[src/rtl/adc_pkg.sv]
`default_nettype none
// ============================================================================
//  Module      : adc_pkg
//  Description : Shared constants and the scan FSM state type for the
//                ADC channel scan / averaging block.
//  Revision    : 1.0 - initial release
// ============================================================================
package adc_pkg;

   localparam int NUM_CH   = 8;
   localparam int SAMPLE_W = 12;
   localparam int ADDR_W   = 3;

   typedef enum logic [1:0] {
      ST_IDLE   = 2'd0,
      ST_SELECT = 2'd1,
      ST_ACCUM  = 2'd2,
      ST_EMIT   = 2'd3
   } state_t;

endpackage
`default_nettype wire

[src/rtl/adc_ch_picker.sv]
`default_nettype none
// ============================================================================
//  Module      : adc_ch_picker
//  Description : Round-robin next-channel search. Returns the first set mask
//                bit strictly above i_cur, wrapping 7->0; i_cur itself is the
//                last candidate, so a single-channel mask re-selects it.
//  Revision    : 1.0 - initial release
// ============================================================================
module adc_ch_picker
   import adc_pkg::*;
(
   input  logic [NUM_CH-1:0] i_mask,
   input  logic [ADDR_W-1:0] i_cur,
   output logic [ADDR_W-1:0] o_next,
   output logic              o_found
);

   logic [ADDR_W-1:0] w_idx;

   // Scan offsets from farthest to nearest so the nearest hit overrides.
   always_comb begin
      o_next  = i_cur;
      o_found = 1'b0;
      w_idx   = '0;
      for (int k = NUM_CH; k >= 1; k--) begin
         // ADDR_W-bit addition wraps modulo NUM_CH; offset NUM_CH lands on i_cur
         w_idx = i_cur + ADDR_W'(k);
         if (i_mask[w_idx]) begin
            o_next  = w_idx;
            o_found = 1'b1;
         end
      end
   end

endmodule
`default_nettype wire

[src/rtl/adc_scan_avg.sv]
`default_nettype none
// ============================================================================
//  Module      : adc_scan_avg
//  Description : Scans the enabled ADC channels round-robin, drops the first
//                DISCARD conversions after each channel change, averages
//                2^AVG_LOG2 conversions and presents the result through a
//                one-entry valid/ready output register with a sticky overrun.
//  Revision    : 1.0 - initial release
// ============================================================================
module adc_scan_avg
   import adc_pkg::*;
#(
   parameter int AVG_LOG2 = 3,
   parameter int DISCARD  = 1
)(
   input  logic                clk,
   input  logic                rst_n,
   input  logic                en,
   input  logic [NUM_CH-1:0]   ch_mask,
   input  logic                smp_valid,
   input  logic [SAMPLE_W-1:0] smp_data,
   output logic                ctl_valid,
   output logic [ADDR_W-1:0]   address,
   output logic                res_valid,
   input  logic                res_ready,
   output logic [SAMPLE_W-1:0] res_data,
   output logic [ADDR_W-1:0]   res_ch,
   output logic                overrun,
   input  logic                ovr_clr
);

   localparam int ACC_W = SAMPLE_W + AVG_LOG2;
   localparam int CNT_W = AVG_LOG2 + 1;
   localparam int DSC_W = (DISCARD < 1) ? 1 : $clog2(DISCARD + 1);
   localparam logic [CNT_W-1:0] CNT_LAST = CNT_W'((1 << AVG_LOG2) - 1);

   state_t              r_state;
   logic                r_ctl_valid;
   logic [ADDR_W-1:0]   r_addr;
   logic [ADDR_W-1:0]   r_cur;
   logic [ACC_W-1:0]    r_acc;
   logic [CNT_W-1:0]    r_cnt;
   logic [DSC_W-1:0]    r_dsc;
   logic                r_smp_vld;
   logic [SAMPLE_W-1:0] r_smp_dat;
   logic                r_res_vld;
   logic [SAMPLE_W-1:0] r_res_dat;
   logic [ADDR_W-1:0]   r_res_ch;
   logic                r_ovr;

   logic [ADDR_W-1:0]   w_next;
   logic                w_found;
   logic [SAMPLE_W-1:0] w_avg;
   logic                w_emit;
   logic                w_load;
   logic                w_drop;

   adc_ch_picker u_picker (
      .i_mask  (ch_mask),
      .i_cur   (r_cur),
      .o_next  (w_next),
      .o_found (w_found)
   );

   // Truncating divide by 2^AVG_LOG2: the top SAMPLE_W bits of the accumulator.
   assign w_avg  = r_acc[ACC_W-1:AVG_LOG2];
   assign w_emit = (r_state == ST_EMIT) && en;
   assign w_load = w_emit && (!r_res_vld || res_ready);
   assign w_drop = w_emit && r_res_vld && !res_ready;

   // Register conversions that arrive while accumulating; the FSM consumes them a clk later.
   always_ff @(posedge clk or negedge rst_n) begin
      if (!rst_n) begin
         r_smp_vld <= 1'b0;
         r_smp_dat <= '0;
      end else begin
         r_smp_vld <= smp_valid && en && (r_state == ST_ACCUM);
         if (smp_valid) begin
            r_smp_dat <= smp_data;
         end
      end
   end

   // Scan FSM: channel selection, discard countdown and accumulation.
   always_ff @(posedge clk or negedge rst_n) begin
      if (!rst_n) begin
         r_state     <= ST_IDLE;
         r_ctl_valid <= 1'b0;
         r_addr      <= '0;
         r_cur       <= ADDR_W'(NUM_CH - 1);   // next search begins at channel 0
         r_acc       <= '0;
         r_cnt       <= '0;
         r_dsc       <= '0;
      end else if (!en) begin
         r_state     <= ST_IDLE;
         r_ctl_valid <= 1'b0;
         r_acc       <= '0;
         r_cnt       <= '0;
         r_dsc       <= '0;
      end else begin
         case (r_state)
            ST_IDLE: begin
               if (ch_mask != '0) begin
                  r_state     <= ST_SELECT;
                  r_ctl_valid <= 1'b1;
               end
            end
            ST_SELECT: begin
               r_acc <= '0;
               r_cnt <= '0;
               r_dsc <= DSC_W'(DISCARD);
               if (w_found) begin
                  r_addr  <= w_next;
                  r_cur   <= w_next;
                  r_state <= ST_ACCUM;
               end else begin
                  r_state     <= ST_IDLE;
                  r_ctl_valid <= 1'b0;
               end
            end
            ST_ACCUM: begin
               if (r_smp_vld) begin
                  if (r_dsc != '0) begin
                     r_dsc <= r_dsc - DSC_W'(1);
                  end else begin
                     r_acc <= r_acc + ACC_W'(r_smp_dat);
                     r_cnt <= r_cnt + CNT_W'(1);
                     if (r_cnt == CNT_LAST) begin
                        r_state <= ST_EMIT;
                     end
                  end
               end
            end
            ST_EMIT: begin
               r_state <= ST_SELECT;
            end
            default: begin
               r_state     <= ST_IDLE;
               r_ctl_valid <= 1'b0;
            end
         endcase
      end
   end

   // One-entry result register with sticky overrun; a new drop beats ovr_clr.
   always_ff @(posedge clk or negedge rst_n) begin
      if (!rst_n) begin
         r_res_vld <= 1'b0;
         r_res_dat <= '0;
         r_res_ch  <= '0;
         r_ovr     <= 1'b0;
      end else begin
         if (w_load) begin
            r_res_vld <= 1'b1;
            r_res_dat <= w_avg;
            r_res_ch  <= r_addr;
         end else if (res_ready) begin
            r_res_vld <= 1'b0;
         end
         if (w_drop) begin
            r_ovr <= 1'b1;
         end else if (ovr_clr) begin
            r_ovr <= 1'b0;
         end
      end
   end

   assign ctl_valid = r_ctl_valid;
   assign address   = r_addr;
   assign res_valid = r_res_vld;
   assign res_data  = r_res_dat;
   assign res_ch    = r_res_ch;
   assign overrun   = r_ovr;

endmodule
`default_nettype wire

[config.mk]
export PLATFORM = sky130hd
export DESIGN_NAME = adc_scan_avg
export DESIGN_NICKNAME = d
export VERILOG_FILES = /design/src/rtl/adc_pkg.sv /design/src/rtl/adc_ch_picker.sv /design/src/rtl/adc_scan_avg.sv
export SDC_FILE = /design/constraint.sdc
export NUM_CORES = 1
export LEC_CHECK = 0
export CAP_MARGIN = 0
export CELL_PAD_IN_SITES_DETAIL_PLACEMENT = 1
export CELL_PAD_IN_SITES_GLOBAL_PLACEMENT = 1
export CORE_MARGIN = 2
export CORE_UTILIZATION = 44
export DETAILED_ROUTE_END_ITERATION = 10
export HOLD_SLACK_MARGIN = 0.12
export PLACE_DENSITY_LB_ADDON = 0.1
export SLEW_MARGIN = 20
export SYNTH_ARGS = -nofsm -noshare
export SYNTH_HDL_FRONTEND = slang
export SYNTH_HIERARCHICAL = 1
export SYNTH_SLANG_ARGS = --single-unit
[constraint.sdc]
create_clock -name clk -period 4 [get_ports clk]
set_clock_uncertainty 0.1 [all_clocks]
set_input_delay 0.6 -clock clk [delete_from_list [all_inputs] [get_ports clk]]
set_output_delay 0.6 -clock clk [all_outputs]
set_load 0.02 [all_outputs]
# Yosys cells after proc, flatten, opt, wreduce, memory -nomap -nowiden
# Cells that the tools add are included.
[word_totals]
reg_bits = 59
output_inout_bits = 21
wordCells = 118
[classes]
add_sub_neg = 10
magnitude_cmp = 8
eq_ne = 11
muxes = 58
n_reduce_logical = 18
[ops]
columns = ["cell", "count"]
rows = [
  ["2-to-1 mux 15 bit", 3],
  ["less-than comparator 3 x 4 -> 1 bit (second input constant)", 8],
  ["case mux 15 bit (2 select lines)", 1],
  ["2-to-1 mux 1 bit", 26],
  ["binary-select mux 1 bit (select 3 bit)", 8],
  ["2-to-1 mux 3 bit", 7],
  ["adder 15 x 12 -> 15 bit", 1],
  ["adder 3 bit (second input constant)", 4],
  ["2-to-1 mux 2 bit", 6],
  ["2-to-1 mux 4 bit", 3],
  ["inequality test 3 bit (second input constant)", 4],
  ["AND reduction 3 bit", 3],
  ["case mux 2 bit (4 select lines)", 1],
  ["case mux 4 bit (2 select lines)", 1],
  ["nonzero test 8 bit", 1],
  ["adder 3 x 2 -> 3 bit (second input constant)", 2],
  ["logical AND 1 bit", 6],
  ["inequality test 3 x 1 -> 1 bit (second input constant)", 2],
  ["adder 4 x 1 -> 4 bit (second input constant)", 1],
  ["== test 2 bit (second input constant)", 2],
  ["== test 4 x 3 -> 1 bit (second input constant)", 1],
  ["case mux 1 bit (2 select lines)", 2],
  ["AND reduction 4 bit", 1],
  ["nonzero test 2 bit", 2],
  ["other kinds (8)", 9],
]

# Logic depth before layout (Yosys ltp)
[depth]
depth_word = 13
depth_mapped = 13
depth_no_buf = 10

# Cells and area by module
# Netlist, hierarchy kept.
[by_module_without_submodules]
columns = ["mod", "n_inst", "cells_per_inst", "area_each_um2", "seq_area_each_um2"]
rows = [
  ["adc_scan_avg", 1, 256, 2921.6, 1480.2],
  ["adc_ch_picker", 1, 78, 699.4, 0.0],
]

# Worst setup path before layout
# Ideal clock, no wire load.
[synth_path]
path_kind = "register to register"
start = "register r_cur[1]"
end = "register r_addr[2] (netlist: address[2])"
setup_time_ns = 0.118
arrival_ns = 2.874
required_ns = 3.782
slack_ns = 0.908
path_stages_with_launch = 13
cell_sequence = "dfstp_2 -> buf_2 -> buf_2 -> inv_1 -> ha_1 -> clkbuf_2 -> mux4_1 -> a221o_1 -> a32o_2 -> a211oi_1 -> a211oi_1 -> nand2_1 -> nand2_1"
[synth_via]
elab_cells_between_ends = 39
[synth_rtl]
columns = ["element", "line_no", "text"]
rows = [
  ["start, declared", "adc_scan_avg.sv:40", "logic [ADDR_W-1:0] r_cur;"],
  ["start signal, assigned", "adc_scan_avg.sv:90", "r_cur <= ADDR_W'(NUM_CH - 1);"],
  ["start signal, assigned", "adc_scan_avg.sv:114", "r_cur <= w_next;"],
  ["adder 3 bit", "adc_ch_picker.sv:27", "w_idx = i_cur + ADDR_W'(k);"],
  ["binary-select mux 1 bit (select 3 bit)", "adc_ch_picker.sv:28", "if (i_mask[w_idx]) begin"],
  ["2-to-1 mux 1 bit (implied by the code)", "adc_ch_picker.sv:28", ""],
  ["2-to-1 mux 3 bit (6 in series)", "adc_ch_picker.sv:28", ""],
  ["2-to-1 mux 3 bit *", "adc_ch_picker.sv:28", ""],
  ["net w_next[2]", "adc_scan_avg.sv:51", "logic [ADDR_W-1:0] w_next;"],
  ["end signal, assigned", "adc_scan_avg.sv:113", "r_addr <= w_next;"],
  ["end, declared", "adc_scan_avg.sv:39", "logic [ADDR_W-1:0] r_addr;"],
]
# The timed path passes the listed nets; every way through them passes the cells marked *. The select of a mux whose other input is x is not followed.
# A chain may end at the register's enable or synchronous reset.

# Worst setup path after layout
[layout_path]
start = "register r_cur[1]"
end = "register r_addr[1] (netlist: address[1])"
# Same word-level chain as after synthesis.

==> flow_metrics.py <==
metrics = {
    "synth": {
        "synth_enable_flop_cells": 0,
        "synth-warning-count": 6,
        "synth.yosys.seq_area_share_pct": 40.9,
        "syn_area_per_cell_um2": 10.8,
        "ys_ff_latch": 59,
        "synth_cell_types": 58,
        "synth_async_sr_flop_share_pct": 100,
        "syn_nets": 380,
        "post_synth_inst_count": 334,
        "postSynth.topFlopCell": "dfrtp_1",
        "syn_area_um2": 3620,
    },
    "die": {
        "die_height_um": 94.7,
        "ios": 47,
        "die-area_um2": 8970,
        "row_count": 33,
        "design.core.area_um2": 8090,
        "fp.dieW_um": 94.7,
        "effective_utilization_at_floorplan_pct": 44.7,
    },
    "timing": {
        "postLayoutSetupSlackWorst_ps": 720,
        "tns_ps": 0,
        "rsz0062_at_grt": "false",
        "report.final.slew_viol_count": 0,
        "fin_crit_sh_pct": 82.0,
        "max_clock_freq_mhz": 305,
        "slew_worst_pin_ps": 864,
        "max_slew_margin_pct": 42.4,
        "final_min_period_ps": 3280,
        "report.final.setup_viol": 0,
        "finalHoldViolations": 0,
    },
    "critical_path": {
        "critical_path.startpoint_type": "flop",
        "critPathRequiredTime_ps": 4170,
        "path_class": "flop to flop",
        "worst-path-max-fanout": 16,
        "critical_path_buf_inv_count": 2,
        "cp-end-kind": "flop",
        "critical-path-top-delay-family": "flip-flops",
        "cp_cell_sequence": "inv_1 -> ha_1 -> mux4_2 -> mux2i_4 -> inv_2 -> a2111oi_4 -> nor3_1 -> a221oi_1 -> nand2_1 -> nand2_1",
        "critPathSlowestCell": "dfstp_2",
        "critical-path-max-stage-delay_ps": 760,
        "critical_path_arrival_ps": 3450,
        "critPathMostFrequentCell": "nand2_1",
    },
    "clock_tree": {
        "post-cts-setup-buffers": 0,
        "holdBufCountCts": 0,
        "clock_tree.htree_level_count": 3,
        "cts_buffer_depth": 2,
        "cts_root_buf": "clkbuf_8",
        "clk-insertion-delay-late_ps": 340,
        "clock_sink_count": 59,
        "post_cts.resized_instances": 0,
        "cts.clk_slew.worst_paths_ps": 80,
        "tritoncts": "done",
        "cts-buffers-inserted": 9,
    },
    "drt": {
        "drt_pass1_iterations": 4,
        "dr_total_vias": 2817,
        "drt-total-wl_um": 8860,
        "drc_errors": 0,
        "ant_nets": 0,
        "drt_initial_violations": 102,
        "routed_wire_length_per_instance_um": 17.9,
        "routed_via_density": 5.70,
    },
    "power": {
        "ir_worst_vdd_mv": 0.281,
        "power_leakage_nw": 1.92,
        "power_density_nw_per_um2": 547,
        "finalPower_mw": 2.40,
    },
    "flow_run": {
        "reported_max_cap_violation_count": 0,
    },
    "global_routing": {
        "antenna_found_initial": 0,
        "grt_pass1_wl_um": 15000,
        "grt_overflow": 0,
        "groute.usage.overall_pct": 21.6,
        "maximum_number_of_pins_on_one_net_before_global_route_repair": 36,
        "via_count_of_the_first_global_routing_pass": 2989,
    },
    "finish": {
        "syn_to_final_growth_pct": 21.0,
        "finish.cell_count_without_fillers": 494,
        "fin_util_pct": 54.2,
        "final.fill_count": 908,
        "antenna_cells_inserted": 0,
        "layout_cells_sized_above_1_pct": 18.0,
        "finish.net_count": 430,
    },
    "placement": {
        "dp_cells": 478,
        "place_congestion": 0.871,
        "post-dp-hpwl_um": 6580,
        "portBuffers": 46,
        "post-place-ws_ps": 743,
    },
    "run_status": {
        "run_status": "finished, final reports clean",
    },
    "min_path": {
        "worst_hold_check_path_type": "input pin to asynchronous set/reset pin",
    },
}
==> cells in the mapped netlist, drive strengths merged (4+ instances only) <==
cell type  count  area, µm²
clkbuf         4       16.3
xor2           6       52.6
nor2          14       52.6
ha            19        238
buf            7       40.0
inv            9       33.8
mux2i          8       92.6
a22oi          4       30.0
o21ai         12       60.1
mux2          32        360
dfrtp         56       1400
a22o          14        123
mux4           7        161
xnor2         10       87.6
o211ai         4       30.0
nand2         39        146
and2           4       25.0
nor2b          7       43.8
nand3          7       35.0
a21oi         17       85.1
a211oi         5       42.5
==> per-layer routing <==
layer	share of wire [%]	track usage [%]	vias to the layer above
met2	47	35.0	52
met3	3.1	3.83	7
met1	49	30.0	1415
li1	-	-	1343
met5	0	0	-
met4	0.51	5.31	0
==> cells in the final DEF, fill, tap and decap left out, types with 6 or more instances in the layout <==
cell type / count
o21ai_0: 11
mux4_2: 6
a21oi_1: 17
nand3_1: 7
clkdlybuf4s50_1: 45
nor2_1: 14
nand2_1: 39
xnor2_1: 10
a22o_1: 14
mux2_2: 32
inv_1: 8
mux2i_1: 7
xor2_1: 6
dfrtp_1: 56
nor2b_1: 7
ha_1: 19
clkbuf_8: 10
==> registers in the layout, summed over array words and instances (netlist names) <==
| signal | cells |
|---|---|
| r_acc | 15 |
| r_smp_dat | 12 |
| res_data | 12 |
| r_cnt | 4 |
| address | 3 |
| r_cur | 3 |
| res_ch | 3 |
| r_state | 2 |
| ctl_valid | 1 |
| overrun | 1 |
| r_dsc | 1 |
| r_smp_vld | 1 |
| res_valid | 1 |
==> path summary, 6_finish.rpt <==
| path | slack (ps) | startpoint | depth (start not counted) | endpoint |
|---|---|---|---|---|
| max | 720 | r_cur[1]$_DFFE_PN1P_ | 10 | address[1]$_DFFE_PN0P_ |
| min | 260 | rst_n | 1 | res_data[10]$_DFFE_PN0P_ |
| max reg2reg | 720 | r_cur[1]$_DFFE_PN1P_ | 10 | address[1]$_DFFE_PN0P_ |
| min reg2reg | 410 | address[1]$_DFFE_PN0P_ | 2 | address[1]$_DFFE_PN0P_ |
| max in group asynchronous | 2710 | rst_n | 2 | r_smp_dat[1]$_DFFE_PN0P_ |
| min in group clk | 410 | address[1]$_DFFE_PN0P_ | 2 | address[1]$_DFFE_PN0P_ |
==> layout make-up <==
type	instances	area (µm²)	share of cell area (%)
multi-input combinational	255	2050	46.8
clock buffer	10	138	3.14
inverter	9	33.8	0.771
tap	105	131	3.00
clock inverter	6	63.8	1.46
timing repair buffer	50	485	11.1
sequential	59	1480	33.8
==> per-stage QoR <==
step           hold WS (ps)  cell area (µm²)
6_report                260             4380
5_1_grt                 313             4380
4_1_cts                 273             4380
3_5_place_dp            400             4180
3_3_place_gp            390             4180
2_1_floorplan           204             3620
==> logic make-up after synthesis <==
group	synth area share [%]
mux	17.0
simple gates	12.8
buf+inv	2.49
compound gates	15.9
fa+ha+maj	7.12
xor+xnor	3.87
flops	40.9
==> power breakdown <==
part / switching [mW] / internal [mW]
Combinational: 0.578 / 0.494
Sequential: 0.0970 / 0.666
Clock: 0.257 / 0.305
Power figures use the tool's default switching activity.
==> variant 1: new RTL, config.mk and constraints unchanged <==
The 4 states of `state_t` get a one-hot encoding in 4 bits.
--- a/src/rtl/adc_pkg.sv
+++ b/src/rtl/adc_pkg.sv
@@ -12,9 +12,9 @@
    localparam int ADDR_W   = 3;
 
-   typedef enum logic [1:0] {
-      ST_IDLE   = 2'd0,
-      ST_SELECT = 2'd1,
-      ST_ACCUM  = 2'd2,
-      ST_EMIT   = 2'd3
+   typedef enum logic [3:0] {
+      ST_IDLE   = 4'b0001,
+      ST_SELECT = 4'b0010,
+      ST_ACCUM  = 4'b0100,
+      ST_EMIT   = 4'b1000
    } state_t;
 
Function: no difference found for any inputs over 10 cycles, from zero or initial values and one cycle with rst_n low; not proved beyond that.
==> variant 1 against the original RTL <==
  * Routed wire length rose by 3.7%
  * Area after synthesis rose by 3.2%
  * Fmax fell by 1.8%
  * Total power rose by 2.2%
  * Worst setup slack got worse by 0.060 ns
  * Final area rose by 1.8%
  * Clock power fell by 1%
  * Sequential cell count rose by 2
  * Largest power group unchanged
  * Highest routed layer unchanged
==> variant 1: results (changes against the original RTL) <==
Post-Synth Adder-Cell Area 5.56% (-1.6 points); Top reg by flops r_acc; largest net degree at the start of global routing 33 (-8.3%); GR Util met1 27.0% (-3.0 points); XOR/XNOR Fraction of Synth Area 3.75% (-0.12 points); critical path startpoint r_cur[0]; final net count 433 (+0.70%); Met2 Routed Length 4610 um (+10%); status complete, no violations; Yosys top cell area share 38.2% (-0.55 points); reg2reg setup slack 0.66 ns (-0.06 ns); clock root buffer clkbuf_8; crit path time final 3.34 ns (+0.0601 ns); met1 wire length 4230 um (-3.0%); Crit path largest cell delay 0.74 ns (-0.02 ns); number of DRC markers in iteration 0 42 (-59%); Antenna Cells 0 (unchanged); worst r2r path cells 8 (-2); synth cell count leaders 57 x dfrtp_1, 36 x mux2_2, 34 x nand2_1; post-synthesis sequential area ratio 41.0% (+0.086 points); inverter count 10 (+1); Peak VDD IR 489 uV (+74%); Distinct cells, synth 62 (+6.9%); met2 usage 36.4% (+1.4 points); Fillers 901 (-0.77%); dpl hpwl 6730 um (+2.4%); Synth Area in Compound Gates 15.9% (about the same); vias in the first global route 2,948 (-1.4%); Post-Route WL 9190 um (+3.7%); RD Place Congestion 0.842 (-3.3%); Placed Cells 485 (+1.5%); Min Hold Slack 0.191 ns (-0.0685 ns); clkbuf count 12 (+2); gr usage total 21.3% (-0.30 points); met3 usage 3.29% (-0.54 points); initial antenna violation count 0 (unchanged); global-route wire length before repair 14,800 um (-1.4%); synthesized instance count 344 (+3.0%); area grow syn2layout 19.3%; synthesis-stage register bit count 61 (+3.4%); LEAKAGE 1.92 nW (+0.11%); fraction of area in multi-input gates 47.0% (+0.18 points); multi-input gates 261 (+2.4%); met3 WL 182 um (-34%); Max-slew headroom 49.3% (+6.9 points); mux cell area share after synthesis 17.9% (+0.94 points); Crit Path Max Fanout 14 (-2); drt via density 5.74 (+0.70%); syn_nets 386 (+1.6%); Setup crit end address[2]; placed cell area 0.00427 mm2 (+2.0%); register area 0.00153 mm2 (+3.5%); Non-Clock Buffer Area Fraction 10.5% (-0.53 points); WP data arrival 3.46 ns (about the same); drt wl/cell 18.3 um (+2.3%); layout cell share with drive strength beyond 1 19.2% (+1.2 points); Plain + repair buffers 48 (-4.0%); Place WS 0.710 ns (-0.0327 ns); Synth area leaders dfrtp_1 38%, mux2_2 11%, ha_1 5.0%, mux4_2 3.6%, nand2_1 3.4%; Final clock-cell share 4.37% (-0.22 points)
[variant 1: cell types whose count changed after synthesis, sizes merged, moves of 3 or more]
cell / delta
xnor2: -4
ha: -4
o21ai: +8
xor2: +4
nand2: -5
a22o: -11
nor2: +3
mux2: +4
[variant 1: critical path: cells and delay by family, from the launching register on]
kind	cells	cell delay [ns]
adder cells (fa/ha/maj)	1	0.46
AO/OA/AOI/OAI	4	1.02
buffers and inverters	1	0.15
multiplexers	2	0.75
flip-flops	1	0.74
[variant 1: report_power, final]
part / switching [mW] / internal, mW / leakage [nW] / total, mW
clock network: 0.251 / 0.304 / 0.0926 / 0.555
registers: 0.0844 / 0.682 / 0.804 / 0.766
logic: 0.616 / 0.510 / 1.03 / 1.13
total: 0.951 / 1.50 / 1.92 / 2.45
==> variant 2: new RTL, config.mk and constraints unchanged <==
Without the edit above. The package constant `NUM_CH` goes from 8 to 4.
--- a/src/rtl/adc_pkg.sv
+++ b/src/rtl/adc_pkg.sv
@@ -8,5 +8,5 @@
 package adc_pkg;
 
-   localparam int NUM_CH   = 8;
+   localparam int NUM_CH   = 4;
    localparam int SAMPLE_W = 12;
    localparam int ADDR_W   = 3;
Interface: changed (resized ch_mask); port bits go from 47 to 43. The function was not compared with the original's and may differ.
==> variant 2 against the original RTL <==
  * Cell count shrank 8.9%
  * Critical path depth shrank 2
  * Sequential share of layout area grew 2.8 points
  * Area after synthesis shrank 10%
  * Worst setup slack gained 0.62 ns
  * Final area shrank 9.3%
  * Synthesized cell count shrank 11%
  * Routed wire length shrank 13%
  * Highest routed layer unchanged
  * Fmax grew 23%
  * Sequential cell count shrank 1
Power is not compared: it rests on default switching activity, and its combinational part moved more than twofold at a synthesized area within 25%.
==> variant 2: results (changes against the original RTL) <==
r2r endpoint ctl_valid; RD Place Congestion 0.750 (-14%); Synth area leaders dfrtp_1 43%, mux2_2 10%, ha_1 7.3%, nand2_1 4.3%, a22o_1 3.2%; r2r startpoint r_cur[0]; placed cell area 0.00377 mm2 (-9.8%); synth cell count leaders 56 x dfrtp_1, 37 x nand2_1, 29 x mux2_2; syn avg cell area 10.9 um2 (+0.69%); number of DRC markers in iteration 0 88 (-14%); CTS Buf Count 9 (unchanged); Buffers on Ports 42 (-8.7%); Crit path largest cell delay 0.66 ns (-0.10 ns); Placed Cells 434 (-9.2%); global-route wire length before repair 13,100 um (-13%); reg2reg setup slack 1.34 ns (+0.62 ns); vias in the first global route 2,656 (-11%); largest net degree at the start of global routing 34 (-5.6%); Fillers 812 (-11%); post-synthesis sequential area ratio 44.7% (+3.8 points); Crit Path Max Fanout 10 (-6); WP data arrival 2.82 ns (-0.63 ns); dpl hpwl 5550 um (-16%); final net count 388 (-9.8%); initial antenna violation count 0 (unchanged); layout cell share with drive strength beyond 1 17.1% (-0.90 points); worst r2r path cells 8 (-2); DR vias 2,490 (-12%); Min Hold Slack 0.226 ns (-0.0342 ns); Post-Route WL 7680 um (-13%); gr usage total 20.3% (-1.3 points); drt via density 5.53 (-3.0%); status complete, no violations; Distinct cells, synth 60 (+3.4%); Worst Max-Slew Pin Slew 0.964 ns (+0.100 ns); syn_nets 340 (-11%)
## variant 2: cell types whose count changed in the layout (fill, tap and decap cells not counted), sizes merged, moves of 4 or more
cell / delta
and2: -4
clkdlybuf4s50: -4
o21ai: -5
a211oi: -4
mux4: -5
mux2i: -5
## variant 2: kinds of logic (layout without fill, tap and decap cells)
family	after synthesis	count (layout)	synth area share [%]
xor gates and xnor gates	12	12	3.23
muxes	34	34	12.5
AOI/OAI and AO/OA	68	68	15.7
buffers and inverters	19	72	2.65
and+or+nand+nor	87	87	13.3
DFF	58	58	44.7
adders and majority gates	20	20	7.92
## variant 2: power groups by stage
stage / registers (mW) / logic, mW / clock network, mW
2_1_floorplan: 0.731 / 0.330 / 0
3_3_place_gp: 0.725 / 0.488 / 0
3_5_place_dp: 0.728 / 0.501 / 0
4_1_cts: 0.717 / 0.507 / 0.575
5_1_grt: 0.729 / 0.550 / 0.603
6_report: 0.719 / 0.507 / 0.562
## variant 2: layer usage
metal / GRT usage, % / vias up / part of all wire, %
met1: 28.0 / 1255 / 49
met5: 0 / - / 0
li1: - / 1196 / -
met4: 5.00 / 0 / 1.0
met2: 33.3 / 31 / 47
met3: 3.86 / 8 / 2.9
## variant 2: final cells by class
class                   instances  area, um2  area share (%)
well taps                      99        124            3.12
flip-flops and latches         58       1450            36.6
multi-input cells             221       1710            43.1
clock inverters                 4       50.0            1.26
clock buffers                  12        155            3.90
inverters                      11       41.3            1.04
repair buffers                 45        438            11.0
## variant 2: worst max-delay path by stage
stage / from / endpoint / slack, ns / cells after the start
final: r_cur[0] / ctl_valid / 1.34 / 8
after global placement: ch_mask[2] / ctl_valid / 1.24 / 7
after detailed placement: en / r_acc[14] / 1.15 / 6
after floorplan: r_cur[0] / ctl_valid / 1.65 / 9
after global routing: r_cur[0] / ctl_valid / 1.21 / 8
after CTS: r_cur[0] / ctl_valid / 1.35 / 8
## variant 2: worst max-delay path, delay by kind of cell, from the launching register on
kind | cells | cell delay (ns)
buffers and inverters | 1 | 0.15
adder cells (fa/ha/maj) | 1 | 0.42
flip-flops | 1 | 0.66
multiplexers | 1 | 0.42
AO/OA/AOI/OAI | 3 | 0.38
AND/OR/NAND/NOR | 2 | 0.45
## variant 2: metrics by stage
step | setup slack [ns] | power [mW]
2_1_floorplan | 1.65 | 1.06
3_3_place_gp | 1.24 | 1.21
3_5_place_dp | 1.15 | 1.23
4_1_cts | 1.35 | 1.80
5_1_grt | 1.21 | 1.88
6_report | 1.34 | 1.79
